[config.mk]
export PLATFORM = sky130hd
export DESIGN_NAME = qracc_sram_arbiter
export DESIGN_NICKNAME = d
export VERILOG_FILES = /design/src/rtl/qracc_sram_arbiter.sv
export SDC_FILE = /design/constraint.sdc
export NUM_CORES = 1
export LEC_CHECK = 0
export CAP_MARGIN = 10
export CORE_ASPECT_RATIO = 0.6
export CORE_MARGIN = 2
export CORE_UTILIZATION = 40
export DETAILED_ROUTE_END_ITERATION = 7
export GPL_TIMING_DRIVEN = 0
export PLACE_DENSITY_LB_ADDON = 0.1
export RECOVER_POWER = 25
export SYNTH_ARGS = -nofsm -noshare
export SYNTH_HDL_FRONTEND = slang
export SYNTH_SLANG_ARGS = --single-unit
[constraint.sdc]
create_clock -name clk -period 3.4 [get_ports clk]
set_clock_uncertainty 0.15 [all_clocks]
set_input_delay 0.68 -clock clk [delete_from_list [all_inputs] [get_ports clk]]
set_output_delay 0.68 -clock clk [all_outputs]
set_load 0.02 [all_outputs]
[src/rtl/qracc_sram_arbiter.sv]
// rtl/qracc_sram_arbiter.sv - round-robin arbiter sharing the QRAcc SRAM port between host and weight loader
module qracc_sram_arbiter #(
    parameter  int numRows   = 128,
    parameter  int numCols   = 32,
    parameter  int rdTimeout = 64,
    localparam int addrBits  = $clog2(numRows)
) (
    input  logic                  clk,
    input  logic                  rst,
    input  logic [1:0]            req_valid_i,
    input  logic [1:0]            req_wr_i,
    input  logic [2*addrBits-1:0] req_addr_i,
    input  logic [2*numCols-1:0]  req_wdata_i,
    output logic [1:0]            req_ready_o,
    output logic [1:0]            rsp_valid_o,
    output logic [numCols-1:0]    rsp_data_o,
    output logic                  sram_rq_valid_o,
    output logic                  sram_rq_wr_o,
    output logic [addrBits-1:0]   sram_addr_o,
    output logic [numCols-1:0]    sram_wr_data_o,
    input  logic                  sram_rq_ready_i,
    input  logic                  sram_rd_valid_i,
    input  logic [numCols-1:0]    sram_rd_data_i,
    input  logic                  mac_busy_i,
    output logic                  busy_o,
    output logic                  err_o
);

    localparam int cntBits = $clog2(rdTimeout);

    localparam logic [1:0] IDLE    = 2'd0;
    localparam logic [1:0] ISSUE   = 2'd1;
    localparam logic [1:0] WAIT_RD = 2'd2;

    logic [1:0]          r_state;
    logic                r_last_grant;
    logic                r_owner;
    logic                r_wr;
    logic [addrBits-1:0] r_addr;
    logic [numCols-1:0]  r_wdata;
    logic [cntBits-1:0]  r_cnt;
    logic [1:0]          r_rsp_valid;
    logic [numCols-1:0]  r_rsp_data;
    logic                r_err;

    logic                w_gnt;
    logic                w_gnt_port;

    // Tie goes to the port that did not win last; ready is gated by rst so it drops at once.
    always_comb begin
        w_gnt_port  = (&req_valid_i) ? ~r_last_grant : req_valid_i[1];
        w_gnt       = (r_state == IDLE) && !mac_busy_i && (|req_valid_i) && !rst;
        req_ready_o = 2'b00;
        if (w_gnt) begin
            req_ready_o[w_gnt_port] = 1'b1;
        end
    end

    always_ff @(posedge clk or posedge rst) begin
        if (rst) begin
            r_state      <= IDLE;
            r_last_grant <= 1'b1;
            r_owner      <= 1'b0;
            r_wr         <= 1'b0;
            r_addr       <= '0;
            r_wdata      <= '0;
            r_cnt        <= '0;
            r_rsp_valid  <= 2'b00;
            r_rsp_data   <= '0;
            r_err        <= 1'b0;
        end else begin
            r_rsp_valid <= 2'b00;
            if (sram_rd_valid_i && (r_state != WAIT_RD)) begin
                r_err <= 1'b1;
            end
            case (r_state)
                IDLE: begin
                    if (w_gnt) begin
                        r_owner      <= w_gnt_port;
                        r_last_grant <= w_gnt_port;
                        r_wr         <= w_gnt_port ? req_wr_i[1] : req_wr_i[0];
                        r_addr       <= w_gnt_port ? req_addr_i[addrBits +: addrBits]
                                                   : req_addr_i[0 +: addrBits];
                        r_wdata      <= w_gnt_port ? req_wdata_i[numCols +: numCols]
                                                   : req_wdata_i[0 +: numCols];
                        r_state      <= ISSUE;
                    end
                end
                ISSUE: begin
                    if (sram_rq_ready_i) begin
                        r_cnt   <= '0;
                        r_state <= r_wr ? IDLE : WAIT_RD;
                    end
                end
                WAIT_RD: begin
                    if (sram_rd_valid_i) begin
                        r_rsp_data           <= sram_rd_data_i;
                        r_rsp_valid[r_owner] <= 1'b1;
                        r_state              <= IDLE;
                    end else if (r_cnt == cntBits'(rdTimeout - 1)) begin
                        r_err   <= 1'b1;
                        r_state <= IDLE;
                    end else begin
                        r_cnt <= r_cnt + 1'b1;
                    end
                end
                default: r_state <= IDLE;
            endcase
        end
    end

    assign sram_rq_valid_o = (r_state == ISSUE);
    assign sram_rq_wr_o    = r_wr;
    assign sram_addr_o     = r_addr;
    assign sram_wr_data_o  = r_wdata;
    assign rsp_valid_o     = r_rsp_valid;
    assign rsp_data_o      = r_rsp_data;
    assign busy_o          = (r_state != IDLE);
    assign err_o           = r_err;

endmodule
==> reports/results.tsv, run 1 <==
stage	metric	value	unit
sta	FMAX	0.304	GHz
sta	Min Hold Slack	0.305	ns
logic_synthesis	Post-Synth XOR/XNOR Area	0.226	%
layout	share of layout cells above drive strength 1	28.9	%
clocking	clk_lat worst skew	0.33	ns
sta	final setup fails	0	
logic_synthesis	Cells after Synth	268	
sta	Total Negative Setup Slacks	0	ns
global_routing	GRT Resource Usage Total	20.0	%
global_routing	largest net degree at the start of global routing	47	
clocking	Worst-path clk slew	0.06	ns
logic_synthesis	EDFF count, synth	0	
power	Comb pwr share	45.4	%
logic_synthesis	Synth Area in Compound Gates	3.19	%
logic_synthesis	Simple-Gate Fraction of Synth Area	5.22	%
placement	Setup WS pre-CTS	-0.300	ns
logic_synthesis	Area contributors post-synth	dfrtp_1 (54%), mux2_2 (32%), buf_6 (1.2%), mux2_1 (0.87%), clkbuf_1 (0.77%)	
power	PD cells	743	nW/um^2
setup_path	worst-path cell chain	clkdlybuf4s50_1 > nor2_1 > nor4_4 > buf_6 > and2_1 > clkdlybuf4s50_1	
layout	Finished Layout Cells	615	
sta	RSZ-0062 raised after global routing	no	
clocking	CTS tree	built	
sta	period utilisation layout	96.7	%
logic_synthesis	top-count cell post-synth	mux2_2	
setup_path	crit path max-delay cell type	clkdlybuf4s50_1	
job	Max-cap violations	1	
route	DR iter-0 viols	133	
clocking	CTS Buf Count	9	
logic_synthesis	syn_area_per_cell	14.5	um^2
global_routing	vias in the first global route	3276	
clocking	htree depth	3	
setup_path	Arr. time, crit path	2.46	ns
setup_path	Crit Path Class	in -> out	
sta	Max Transition Viols Final	47	
logic_synthesis	synth cell count leaders	mux2_2 (111), dfrtp_1 (84), clkbuf_1 (8)	
setup_path	cell mode on critical path	clkdlybuf4s50_1	
floorplan	Core Region	9290	um^2
floorplan	Die ar.	10500	um^2
placement	dpl hpwl	7660	um
floorplan	Chip Height	80.3	um
route	first-pass iteration count of the detailed router	4	
placement	placed cell count	596	
placement	placed instance area	6040	um^2
logic_synthesis	Synth area leader	dfrtp_1	
logic_synthesis	Yosys reg bits	85	
route	WL/cell	16.3	um
layout	Seq. cell area	2130	um^2
logic_synthesis	register area share after synthesis	54.8	%
setup_path	critical path capture point type	primary output	
logic_synthesis	Cell Area, Synth	3880	um^2
floorplan	I/O pin count	198	
sta	Final Hold Fails	0	
layout	nets	600	
setup_path	Max stage delay on crit path	0.60	ns
sta	final setup margin	0.112	ns
global_routing	initial antenna violation count	0	
logic_synthesis	largest family of logic cells by synthesized area	multiplexers	
logic_synthesis	prevailing post-synth register cell	dfrtp_1	
logic_synthesis	mux cell area share after synthesis	33.6	%
route	Vias	3000	
global_routing	total congestion overflow	0	
sta	Worst Max-Slew Pin Slew	1.73	ns
logic_synthesis	synth warn	0	
clocking	clk sinks	85	
power	Seq pwr share	35.2	%
route	antenna viol nets, final	0	
logic_synthesis	post-synthesis cell type count	39	
layout	multi-input combinational cell area	1660	um^2
power	P_sw	1.54	mW
route	drt total wl	10000	um
layout	# diodes	0	
layout	post-route cell area	6340	um^2
setup_path	r2r setup slk	1.29	ns
floorplan	Initial Util	41.8	%
logic_synthesis	post-synthesis adder-cell area fraction	0.322	%
power	switch share	32.7	%
floorplan	Horiz. Die Dim	131	um
outcome	outcome	finished, violations left	
power	Max VDD drop	0.514	mV
power	internal power	3.17	mW
logic_synthesis	Syn Nets	388	
outcome	failing checks	capacitance limit, slew limit	
setup_path	crit start category	input pin	
logic_synthesis	Synth async-reset ratio	100	%
layout	area grow syn2layout	63.4	%
logic_synthesis	post-synth top area share	54.2	%
power	Clock power frac	19.5	%
clocking	Max Buffers Root-to-Sink	2	
placement	GPL Wtd Cong	0.754	
global_routing	first-pass GRT wire length	16500	um
worst_hold_path	worst hold path type	reg -> reg	
clocking	root buf cell	clkbuf_16	
floorplan	standard-cell rows	27	
setup_path	CP Data Required Time	2.57	ns
setup_path	CP max FO	10	
sta	Period minus WS final	3.29	ns
clocking	hold buffer count at cts	0	
placement	IO Port Bufs	197	
route	Vias/cell	4.88	
sta	Max-slew headroom	-15.6	%
layout	FILL cells	688	
route	# DRC	0	
power	Pleak	2.61	nW
==> layer usage <==
layer  GRT usage [%]  vias up  wire length [um]
met2            34.3      116              4920
met3            8.59        8               886
met1            23.4     1481              4140
met5               0        -                 0
met4            5.00        0                76
li1                -     1395                 -
==> stage by stage <==
step | total power, mW | util, %
after global routing | 4.97 | 68.3
after global placement | 3.77 | 64.8
after floorplan | 2.70 | -
after CTS | 4.77 | 68.2
after detailed placement | 3.82 | 65.0
final | 4.71 | 68.3
==> cells by family (layout without fill, tap and decap cells) <==
kind of cell | after synthesis | after routing
simple gates | 30 | 30
flops | 85 | 85
compound gates | 17 | 17
fa+ha+maj | 1 | 1
buf+inv | 18 | 235
xor+xnor | 1 | 1
mux | 116 | 116
==> area by class of cell <==
cell class,count,share of cell area [%]
Clock inverter,1,0.0789
Timing Repair Buffer,201,31.6
Tap cell,130,2.56
Inverter,3,0.178
Clock buffer,15,4.38
Sequential cell,85,33.6
Multi-Input combinational cell,165,26.2
Buffer,15,1.48
==> critical path: cells and delay by family <==
| family | cells | cell delay, ns |
|---|---|---|
| buf+inv | 3 | 1.33 |
| simple gates | 3 | 0.44 |
==> worst paths after layout <==
path	start	to	cells past startpoint
setup reg to reg	r_last_grant	sram_wr_data_o[3]	5
hold reg to reg	r_owner	rsp_valid_o[0]	1
setup / recovery	req_valid_i[0]	req_ready_o[1]	6
min in group asynchronous	rst	sram_addr_o[3]	2
max in group asynchronous	rst	rsp_data_o[29]	3
hold / removal	r_owner	rsp_valid_o[0]	1
==> flip-flops by register name, indices dropped and copies added, names as in the netlist <==
signal          count
rsp_data_o         32
sram_wr_data_o     32
sram_addr_o         7
r_cnt               6
r_state             2
rsp_valid_o         2
err_o               1
r_last_grant        1
r_owner             1
sram_rq_wr_o        1
==> cell usage in the layout, fill, tap and decap left out, types with 3 or more instances in the layout <==
| master | synthesis | layout |
|---|---|---|
| buf_4 | 0 | 3 |
| nor2_1 | 3 | 3 |
| clkbuf_8 | 0 | 3 |
| clkbuf_1 | 8 | 10 |
| mux2_1 | 3 | 3 |
| nor2b_1 | 3 | 3 |
| clkdlybuf4s50_1 | 0 | 195 |
| dfrtp_1 | 84 | 84 |
| a21oi_1 | 3 | 3 |
| nand2_1 | 3 | 3 |
| buf_2 | 3 | 3 |
| mux2_2 | 111 | 111 |
| buf_6 | 4 | 4 |
| inv_1 | 3 | 3 |
| nand3_1 | 5 | 5 |
| clkbuf_16 | 0 | 9 |
==> power groups by stage <==
stage / sequential, mW / clock (mW) / combinational (mW)
final: 1.66 / 0.917 / 2.14
after global routing: 1.72 / 0.988 / 2.26
after CTS: 1.66 / 0.945 / 2.16
after detailed placement: 1.67 / 0 / 2.15
after global placement: 1.64 / 0 / 2.13
after floorplan: 2.13 / 0 / 0.576
==> what timing repair did <==
action                                  CTS  global route
setup buffers                             1             2
endpoints found under the hold margin     0             0
cloned                                    0             0
gates resized for setup                   3             1
pin swaps                                 1             0
endpoints found under the setup margin    2             2
No activity file was read; power rests on OpenSTA's default activity.
==> run 2: changes to the inputs <==
SLEW_MARGIN = 10   (was unset)
==> results of run 2 <==
No change in the layout: final DEF, timing and power equal those of run 1.
